[config.mk]
export PLATFORM = sky130hd
export DESIGN_NAME = spi_slave_top
export DESIGN_NICKNAME = d
export VERILOG_FILES = /design/src/rtl/spi_slave_top.sv
export SDC_FILE = /design/constraint.sdc
export NUM_CORES = 1
export LEC_CHECK = 0
export BUFFER_PORTS_ARGS = -buffer_cell sky130_fd_sc_hd__buf_2
export CELL_PAD_IN_SITES_DETAIL_PLACEMENT = 0
export CELL_PAD_IN_SITES_GLOBAL_PLACEMENT = 2
export CORE_ASPECT_RATIO = 0.75
export CORE_UTILIZATION = 37
export DETAILED_ROUTE_END_ITERATION = 12
export PLACE_DENSITY_LB_ADDON = 0.1
export SYNTH_ARGS = -nofsm -noshare
export SYNTH_HDL_FRONTEND = slang
export SYNTH_SLANG_ARGS = --single-unit
export TNS_END_PERCENT = 10
[constraint.sdc]
create_clock -name clk_i -period 3.4 [get_ports clk_i]
set_input_delay 0.17 -clock clk_i [delete_from_list [all_inputs] [get_ports clk_i]]
set_output_delay 0.17 -clock clk_i [all_outputs]
set_load 0.1 [all_outputs]
[src/rtl/spi_slave_top.sv]
// SPI slave with a 4-register bus window and byte-wide TX/RX FIFOs.
// The bus has no write strobe: each access returns the register's value from before the access and applies bus_din_i in the same cycle.
module spi_slave_top #(
  parameter logic [31:0] BASE_ADDR = 32'h2002_0000,
  parameter int unsigned FIFO_W    = 3
) (
  input  logic        clk_i,
  input  logic        rstn_i,
  input  logic        bus_enable_i,
  input  logic [31:0] bus_addr_i,
  input  logic [31:0] bus_din_i,
  output logic [31:0] bus_dout_o,
  output logic        bus_ready_o,
  input  logic        spi_cs_i,
  input  logic        spi_sclk_i,
  input  logic        spi_mosi_i,
  output logic        spi_miso_o
);

  typedef enum logic [1:0] {S_IDLE, S_LOAD, S_SHIFT, S_DONE} state_e;

  localparam int unsigned     DEPTH    = 1 << FIFO_W;
  localparam logic [FIFO_W:0] FULL_CNT = (FIFO_W + 1)'(DEPTH);

  state_e state_q, state_d;
  logic        ctrl_en_q, ctrl_cpha_q, ctrl_cpol_q;
  logic        rx_ovr_q, tx_und_q;
  logic [31:0] dout_q;
  logic        ready_q;
  logic [2:0]  cs_sync_q, sclk_sync_q;
  logic [1:0]  mosi_sync_q;
  logic [2:0]  bit_cnt_q;
  logic [7:0]  rx_sr_q, tx_sr_q;
  logic        miso_q;

  logic [7:0]    tx_mem [DEPTH];
  logic [7:0]    rx_mem [DEPTH];
  logic [FIFO_W:0] tx_wr_q, tx_rd_q, rx_wr_q, rx_rd_q;

  // Bus decode
  logic [31:0] offset;
  logic        hit, acc_ctrl, acc_status, acc_rx, acc_tx, flush;
  logic [31:0] rdata;
  logic        unused_din;

  assign offset     = bus_addr_i - BASE_ADDR;
  assign hit        = bus_enable_i && (offset[31:4] == 28'd0) && (offset[1:0] == 2'd0);
  assign acc_ctrl   = hit && (offset[3:2] == 2'd0);
  assign acc_status = hit && (offset[3:2] == 2'd1);
  assign acc_rx     = hit && (offset[3:2] == 2'd2);
  assign acc_tx     = hit && (offset[3:2] == 2'd3);
  assign flush      = acc_ctrl && bus_din_i[1];
  assign unused_din = ^bus_din_i[31:8];

  // FIFO status
  logic tx_full, tx_empty, rx_full, rx_empty;
  logic tx_push, tx_pop, rx_push, rx_pop;
  logic load_tx, push_rx;
  logic [7:0] tx_head;

  assign tx_empty = (tx_wr_q == tx_rd_q);
  assign rx_empty = (rx_wr_q == rx_rd_q);
  assign tx_full  = ((tx_wr_q - tx_rd_q) == FULL_CNT);
  assign rx_full  = ((rx_wr_q - rx_rd_q) == FULL_CNT);
  assign tx_push  = acc_tx && !tx_full;
  assign tx_pop   = load_tx && !tx_empty;
  assign rx_push  = push_rx && !rx_full;
  assign rx_pop   = acc_rx && !rx_empty;
  assign tx_head  = tx_empty ? 8'hFF : tx_mem[tx_rd_q[FIFO_W-1:0]];

  // NOTE: every always_comb output gets a default first, so no path can infer a latch.
  always_comb begin
    rdata = '0;
    case (offset[3:2])
      2'd0:    rdata = {28'd0, ctrl_cpol_q, ctrl_cpha_q, 1'b0, ctrl_en_q};
      2'd1:    rdata = {26'd0, rx_ovr_q, tx_und_q, rx_empty, tx_empty, rx_full, tx_full};
      2'd2:    rdata = rx_empty ? 32'd0 : {24'd0, rx_mem[rx_rd_q[FIFO_W-1:0]]};
      default: rdata = '0;
    endcase
  end

  // NOTE: sequential state uses non-blocking assignments so all registers update from pre-edge values.
  always_ff @(posedge clk_i or negedge rstn_i) begin
    if (!rstn_i) begin
      ready_q     <= 1'b0;
      dout_q      <= '0;
      ctrl_en_q   <= 1'b0;
      ctrl_cpha_q <= 1'b0;
      ctrl_cpol_q <= 1'b0;
      rx_ovr_q    <= 1'b0;
      tx_und_q    <= 1'b0;
    end else begin
      ready_q <= hit;
      if (hit) dout_q <= rdata;
      if (acc_ctrl) begin
        ctrl_en_q   <= bus_din_i[0];
        ctrl_cpha_q <= bus_din_i[2];
        ctrl_cpol_q <= bus_din_i[3];
      end
      if (push_rx && rx_full)                 rx_ovr_q <= 1'b1;
      else if (acc_status && bus_din_i[5])    rx_ovr_q <= 1'b0;
      if (load_tx && tx_empty)                tx_und_q <= 1'b1;
      else if (acc_status && bus_din_i[4])    tx_und_q <= 1'b0;
    end
  end

  // NOTE: FIFO storage is not reset; the pointers alone decide which entries are valid.
  always_ff @(posedge clk_i) begin
    if (tx_push) tx_mem[tx_wr_q[FIFO_W-1:0]] <= bus_din_i[7:0];
    if (rx_push) rx_mem[rx_wr_q[FIFO_W-1:0]] <= rx_sr_q;
  end

  // Flush beats any same-cycle push or pop
  always_ff @(posedge clk_i or negedge rstn_i) begin
    if (!rstn_i) begin
      tx_wr_q <= '0;
      tx_rd_q <= '0;
      rx_wr_q <= '0;
      rx_rd_q <= '0;
    end else if (flush) begin
      tx_wr_q <= '0;
      tx_rd_q <= '0;
      rx_wr_q <= '0;
      rx_rd_q <= '0;
    end else begin
      if (tx_push) tx_wr_q <= tx_wr_q + 1'b1;
      if (tx_pop)  tx_rd_q <= tx_rd_q + 1'b1;
      if (rx_push) rx_wr_q <= rx_wr_q + 1'b1;
      if (rx_pop)  rx_rd_q <= rx_rd_q + 1'b1;
    end
  end

  // CS resets to "low" so a CS held low across reset never looks like a new falling edge
  always_ff @(posedge clk_i or negedge rstn_i) begin
    if (!rstn_i) begin
      cs_sync_q   <= '0;
      sclk_sync_q <= '0;
      mosi_sync_q <= '0;
    end else begin
      cs_sync_q   <= {cs_sync_q[1:0], spi_cs_i};
      sclk_sync_q <= {sclk_sync_q[1:0], spi_sclk_i};
      mosi_sync_q <= {mosi_sync_q[0], spi_mosi_i};
    end
  end

  logic cs_fall, cs_rise, sclk_rise, sclk_fall, lead_edge, trail_edge;
  logic sample_edge, shift_edge;

  assign cs_fall     = !cs_sync_q[1] &&  cs_sync_q[2];
  assign cs_rise     =  cs_sync_q[1] && !cs_sync_q[2];
  assign sclk_rise   =  sclk_sync_q[1] && !sclk_sync_q[2];
  assign sclk_fall   = !sclk_sync_q[1] &&  sclk_sync_q[2];
  assign lead_edge   = ctrl_cpol_q ? sclk_fall : sclk_rise;
  assign trail_edge  = ctrl_cpol_q ? sclk_rise : sclk_fall;
  assign sample_edge = ctrl_cpha_q ? trail_edge : lead_edge;
  assign shift_edge  = ctrl_cpha_q ? lead_edge : trail_edge;

  always_ff @(posedge clk_i or negedge rstn_i) begin
    if (!rstn_i) state_q <= S_IDLE;
    else         state_q <= state_d;
  end

  always_comb begin
    state_d = state_q;
    load_tx = 1'b0;
    push_rx = 1'b0;
    case (state_q)
      S_IDLE:  if (cs_fall && ctrl_en_q) state_d = S_LOAD;
      S_LOAD: begin
        load_tx = 1'b1;
        state_d = S_SHIFT;
      end
      S_SHIFT: if (sample_edge && bit_cnt_q == 3'd7) state_d = S_DONE;
      S_DONE: begin
        push_rx = 1'b1;
        load_tx = 1'b1;
        state_d = S_SHIFT;
      end
      default: state_d = S_IDLE;
    endcase
    if (cs_rise) begin
      state_d = S_IDLE;
      load_tx = 1'b0;
      push_rx = 1'b0;
    end
  end

  // With cpha=0 bit 7 is already on the line after a load, so the trailing edge right after a reload must not shift
  always_ff @(posedge clk_i or negedge rstn_i) begin
    if (!rstn_i) begin
      bit_cnt_q <= '0;
      rx_sr_q   <= '0;
      tx_sr_q   <= '1;
      miso_q    <= 1'b1;
    end else if (cs_rise) begin
      bit_cnt_q <= '0;
    end else if (load_tx) begin
      bit_cnt_q <= '0;
      if (ctrl_cpha_q) begin
        tx_sr_q <= tx_head;
        miso_q  <= 1'b1;
      end else begin
        tx_sr_q <= {tx_head[6:0], 1'b1};
        miso_q  <= tx_head[7];
      end
    end else if (state_q == S_SHIFT) begin
      if (sample_edge) begin
        rx_sr_q   <= {rx_sr_q[6:0], mosi_sync_q[1]};
        bit_cnt_q <= bit_cnt_q + 1'b1;
      end
      if (shift_edge && (ctrl_cpha_q || bit_cnt_q != 3'd0)) begin
        miso_q  <= tx_sr_q[7];
        tx_sr_q <= {tx_sr_q[6:0], 1'b1};
      end
    end
  end

  assign spi_miso_o  = (state_q == S_IDLE) ? 1'b1 : miso_q;
  assign bus_dout_o  = dout_q;
  assign bus_ready_o = ready_q;

endmodule

### After elaboration in Yosys (flattened, before gate mapping)

Memories as Yosys holds them, arrays and structs flattened.
Cells that the tools add are included.
Widths: inputs -> output; s select.

| operators by class | value |
|---|---|
| $add $sub $neg | 8 |
| equality and inequality tests | 13 |
| muxes and demuxes | 44 |
| bitwise gates (word level) | 2 |
| reductions and logical operators | 51 |

Operators with widths:

| kind | count |
|---|---|
| $mux 8 | 6 |
| $mux 4 | 8 |
| $sub 32x30->32 const B | 1 |
| $logic_not 28->1 | 1 |
| $pmux 8 s3 | 1 |
| $logic_and 1x1->1 | 22 |
| $mux 1 | 21 |
| $add 4x1->4 const B | 4 |
| $reduce_bool 2->1 | 8 |
| $mux 3 | 4 |
| $reduce_bool 3->1 | 3 |
| $eq 2x2->1 const B | 4 |
| $eq 4x4->1 | 2 |
| $eq 4x4->1 const B | 2 |
| $logic_not 1->1 | 8 |
| $sub 4x4->4 | 2 |
| $logic_not 2->1 | 3 |
| $mux 2 | 3 |
| $ne 3x3->1 const B | 2 |
| $pmux 2 s3 | 1 |
| $eq 2x1->1 const B | 2 |
| $reduce_and 2->1 | 2 |
| $reduce_and 4->1 | 1 |
| $add 3x1->3 const B | 1 |
| other kinds (5) | 6 |

| word-level totals | value |
|---|---|
| register bits after elaboration | 84 |
| memory bits (writable) | 128 |
| input port bits | 70 |
| output and inout bits | 34 |
| logic and storage cells | 139 |
| memories | 2 |

Memories:

| memory | depth | width | read ports | clocked after memory_dff | wr ports | RTL line | text |
|---|---|---|---|---|---|---|---|
| rx_mem | 8 | 8 | 1 | 0 | 1 | 37 | `logic [7:0] rx_mem [DEPTH];` |
| tx_mem | 8 | 8 | 1 | 0 | 1 | 36 | `logic [7:0] tx_mem [DEPTH];` |

### Longest topological paths before layout

| logic depth | value |
|---|---|
| depth after elaboration | 8 |
| depth in mapped cells | 11 |
| depth with buffers taken out | 8 |

### Worst setup path before layout

OpenSTA, ideal clock, no wires.

| path | value |
|---|---|
| path kind | flip-flop to flip-flop |
| start point | register tx_rd_q[1] |
| end point | memory tx_mem[1][0], enable pin |
| library setup time | 0.395 ns |
| arrival time | 2.996 ns |
| data required time | 3.005 ns |
| path slack | 0.010 ns |
| stages on the path, launching flop included | 10 |
| buffers on the path | 2 |
| clock period less this slack | 3.390 ns |
| cells stage by stage | dfrtp_1 clkbuf_1 clkbuf_1 inv_1 ha_1 nor2b_1 o211ai_1 o21a_1 o21ai_0 nor4_1 |

| between the ends | value |
|---|---|
| word-level cells in the longest chain between the ends | 6 |

RTL lines:

| element | RTL line | text |
|---|---|---|
| start: declaration | 38 | `logic [FIFO_W:0] tx_wr_q, tx_rd_q, rx_wr_q, rx_rd_q;` |
| start signal: assignment | 127 | `if (tx_pop) tx_rd_q <= tx_rd_q + 1'b1;` |
| $sub 4x4->4 | 63 | `assign tx_full = ((tx_wr_q - tx_rd_q) == FULL_CNT);` |
| $eq 4x4->1 | 63 |  |
| $logic_not 1->1 | 65 | `assign tx_push = acc_tx && !tx_full;` |
| $logic_and 1x1->1 | 65 |  |
| $mux 1 | 109 | `if (tx_push) tx_mem[tx_wr_q[FIFO_W-1:0]] <= bus_din_i[7:0];` |
| $mux 1 (not written as such) | 109 |  |
| end: declaration | 36 |  |

No other way between the ends.

### Worst setup path after layout

| path | value |
|---|---|
| start point | register rx_wr_q[1] |
| end point | memory rx_mem[4][2], enable pin |

| between the ends | value |
|---|---|
| word-level cells in the longest chain between the ends | 6 |

RTL lines:

| element | RTL line | text |
|---|---|---|
| start: declaration | 38 |  |
| start signal: assignment | 128 | `if (rx_push) rx_wr_q <= rx_wr_q + 1'b1;` |
| $sub 4x4->4 | 64 | `assign rx_full = ((rx_wr_q - rx_rd_q) == FULL_CNT);` |
| $eq 4x4->1 | 64 |  |
| $logic_not 1->1 | 67 | `assign rx_push = push_rx && !rx_full;` |
| $logic_and 1x1->1 | 67 |  |
| $mux 1 | 110 | `if (rx_push) rx_mem[rx_wr_q[FIFO_W-1:0]] <= rx_sr_q;` |
| $mux 1 (not written as such) | 110 |  |
| end: declaration | 37 |  |

Several ways; a longest one is shown, not always the timed one.

==> flow_metrics.tcl <==
set metrics [dict create \
    avgViaCountPerCell 5.280 \
    io_buffers 55 \
    cp-start-kind "flip-flop" \
    drv_slew 0 \
    cts_resized 0 \
    synth_top_cell_by_area "edfxtp_1" \
    post-place-ws_ns 0.1846 \
    cp.arrival_ns 3.17 \
    crit_type "reg2reg" \
    period_minus_slack_ns 3.110 \
    fin_nets 764 \
    initial_core_util 0.3835 \
    r2r-start "rx_wr_q[1]" \
    numCtsBuffers 17 \
    synth_top_area_frac 0.4461 \
    die_w_um 178.2 \
    status "complete, no violations" \
    grt_pass1_wl_um 31350 \
    power_mw 4.727 \
    hp-start "bus_din_i[4]" \
    ir_worst_vdd_mv 0.3398 \
    grt_pass1_vias 5265 \
    grtUsageTotal 0.1788 \
    drtIter0Drc 447 \
    powerDensity_mw_per_mm2 473.2 \
    setup_violations 0 \
    hpwl_um 13920 \
    worstSetupEndpointType "flip-flop" \
    clk_latency_ns 0.44 \
    reg2reg_depth 7 \
    routed_wl_um 20060 \
    antenna_left 0 \
    final_area_mm2 0.009988 \
    syn2layout_area_growth_pct 15.93 \
    fin_crit_sh 0.9147 \
    synth_ff_type "edfxtp_1" \
    hold_viol_final 0 \
    r2r_slack_ns 0.29 \
    setup_ws_ns 0.2899 \
    ios 104 \
    synth.area.top_cells "edfxtp_1, dfrtp_1, mux4_2" \
    drv_cap 0 \
    ctsHoldBuffers 5 \
    clk_path_buf_depth 2 \
    r2r-end "rx_mem[4][2]" \
    cts_tree "done" \
    place_congestion 0.7971 \
    wl_per_cell_um 20.32 \
    cts.sinks 188 \
    coreArea_mm2 0.02246 \
    path_clk_slew_ns 0.08 \
    worst_slew_pin_slew_ns 1.009 \
    async_flop_share 0.3191 \
    max_freq_ghz 0.3215 \
    overflow 0 \
    synth_enable_flop_cells 128 \
    dieArea_mm2 0.02391 \
    ys_seq_area_frac 0.6217 \
    finalSetupTns_ns 0 \
    synth_area_per_cell_um2 14.41 \
    yosysUniqueCellTypes 70 \
    clock-root-buffer "clkbuf_16" \
    cp_max_fo 8 \
    firstDrtPassIters 5 \
    fp-row-count 47 \
    die_h_um 134.2 \
    grt_max_degree 41 \
    placed_area_mm2 0.009319 \
    antenna_found_initial 0 \
    max-slew-margin-rel 0.3248 \
    skew_ns 0.01225 \
    drcViolationCount 0 \
    cts_setup_buffers 0 \
    vias 5211 \
    synthTopCellsByCount "edfxtp_1, dfrtp_1, nand2_1" \
    synthCells 598 \
    final_core_util 0.4446 \
    synth_most_common_cell "edfxtp_1" \
    hold_path_end "tx_mem[1][4]" \
    htree_levels 4 \
    synthesis.area_mm2 0.008616 \
    hold_depth 1 \
    diodes 0 \
    min-delay-path-class "in2reg" \
    critPathRequiredTime_ns 3.46 \
    drive_gt1_frac 0.2612 \
    rsz0062_at_grt "false" \
    p_leak_nw 3.537 \
    synth-seq-cells 188 \
    synth_warnings 0 \
]
==> worst max-delay path, cell delays in order, from the launching register on <==
cell and delay, ns:
dfrtp_1 0.45, ha_1 0.35, nor2b_1 0.16, o211ai_1 0.17, a21oi_1 0.12, nor3_1 0.49, nand2b_1 0.21, nor2_1 0.80
==> final cells by class <==
class,count,area (um^2)
Tap cell,294,367.9
Inverter,16,60.06
Multi-Input combinational cell,366,3014
Clock buffer,17,425.4
Sequential cell,188,5356
Fill cell,2084,12480
Timing Repair Buffer,91,570.5
Clock inverter,15,193.9
==> through the flow <==
stage	hold slack [ns]	instances
2_1_floorplan	-0.1256	621
3_3_place_gp	0.2084	950
3_5_place_dp	0.2116	950
4_1_cts	0.02294	987
5_1_grt	0.02620	987
6_report	0.03669	987
==> cells in the final DEF (no fill, tap or decap), types with 4 or more instances in the layout <==
master,instances
nand3_1,14
inv_1,15
conb_1,24
or4_1,4
dfstp_2,9
nand2b_1,10
mux4_2,32
o211ai_1,5
buf_2,55
inv_6,4
ha_1,14
mux2_1,11
nor4_1,14
clkbuf_16,17
clkinv_8,5
mux2_2,8
a221o_1,7
nand3b_1,4
xor2_1,4
a21oi_1,23
nand2_1,41
nor2b_1,5
nor2_1,31
buf_4,30
mux2i_1,14
o21ai_0,9
o31ai_1,12
nor3_1,6
dfrtp_1,51
a311oi_1,4
xnor2_1,7
dlygate4sd3_1,5
and3_1,4
edfxtp_1,128
==> cell families (layout without fill, tap and decap cells) <==
| group | after synthesis | after routing | synth area share |
|---|---|---|---|
| simple gates | 162 | 162 | 0.1001 |
| flops | 188 | 188 | 0.6217 |
| compound gates | 88 | 88 | 0.07581 |
| other cells | 1 | 24 | 0.0004352 |
| mux | 65 | 65 | 0.1247 |
| xor+xnor | 13 | 13 | 0.01670 |
| buf+inv | 67 | 139 | 0.04023 |
| fa+ha+maj | 14 | 14 | 0.02033 |
==> worst max-delay path by stage <==
| stage | from | end | slack, ns | depth (start not counted) |
|---|---|---|---|---|
| after floorplan | tx_rd_q[1] | tx_mem[1][0] | 0.01 | 9 |
| after detailed placement | bus_addr_i[17] | tx_mem[4][3] | 0.18 | 8 |
| after global routing | rx_wr_q[1] | rx_mem[4][7] | 0.08 | 7 |
| after global placement | bus_addr_i[17] | tx_mem[1][2] | 0.24 | 8 |
| after CTS | rx_wr_q[1] | rx_mem[4][7] | 0.21 | 7 |
| final | rx_wr_q[1] | rx_mem[4][2] | 0.29 | 7 |
==> registers in the layout, indices dropped and copies added, names as in the netlist, 2 cells and up <==
register	cells
rx_rd_q	4
rx_wr_q	4
mosi_sync_q	2
tx_mem	64
tx_rd_q	4
bus_dout_o	8
tx_sr_q	8
rx_sr_q	8
state_q	2
sclk_sync_q	3
cs_sync_q	3
bit_cnt_q	3
rx_mem	64
tx_wr_q	4
==> power breakdown <==
part | internal (mW) | leakage (nW) | switching (mW) | total, mW
Clock | 1.06 | 0.295 | 0.983 | 2.05
Combinational | 0.0452 | 1.50 | 0.194 | 0.239
Sequential | 2.44 | 1.75 | 0.00344 | 2.44
Total | 3.55 | 3.54 | 1.18 | 4.73
==> layer usage <==
| layer | GRT usage | up-vias | part of all wire |
|---|---|---|---|
| met5 | 0 | - | 0 |
| met4 | 0.04331 | 0 | 0.0093 |
| met3 | 0.03713 | 14 | 0.043 |
| met2 | 0.2570 | 113 | 0.43 |
| met1 | 0.2747 | 2648 | 0.51 |
| li1 | - | 2436 | - |
Note: power is estimated with default switching activity, not from simulation.
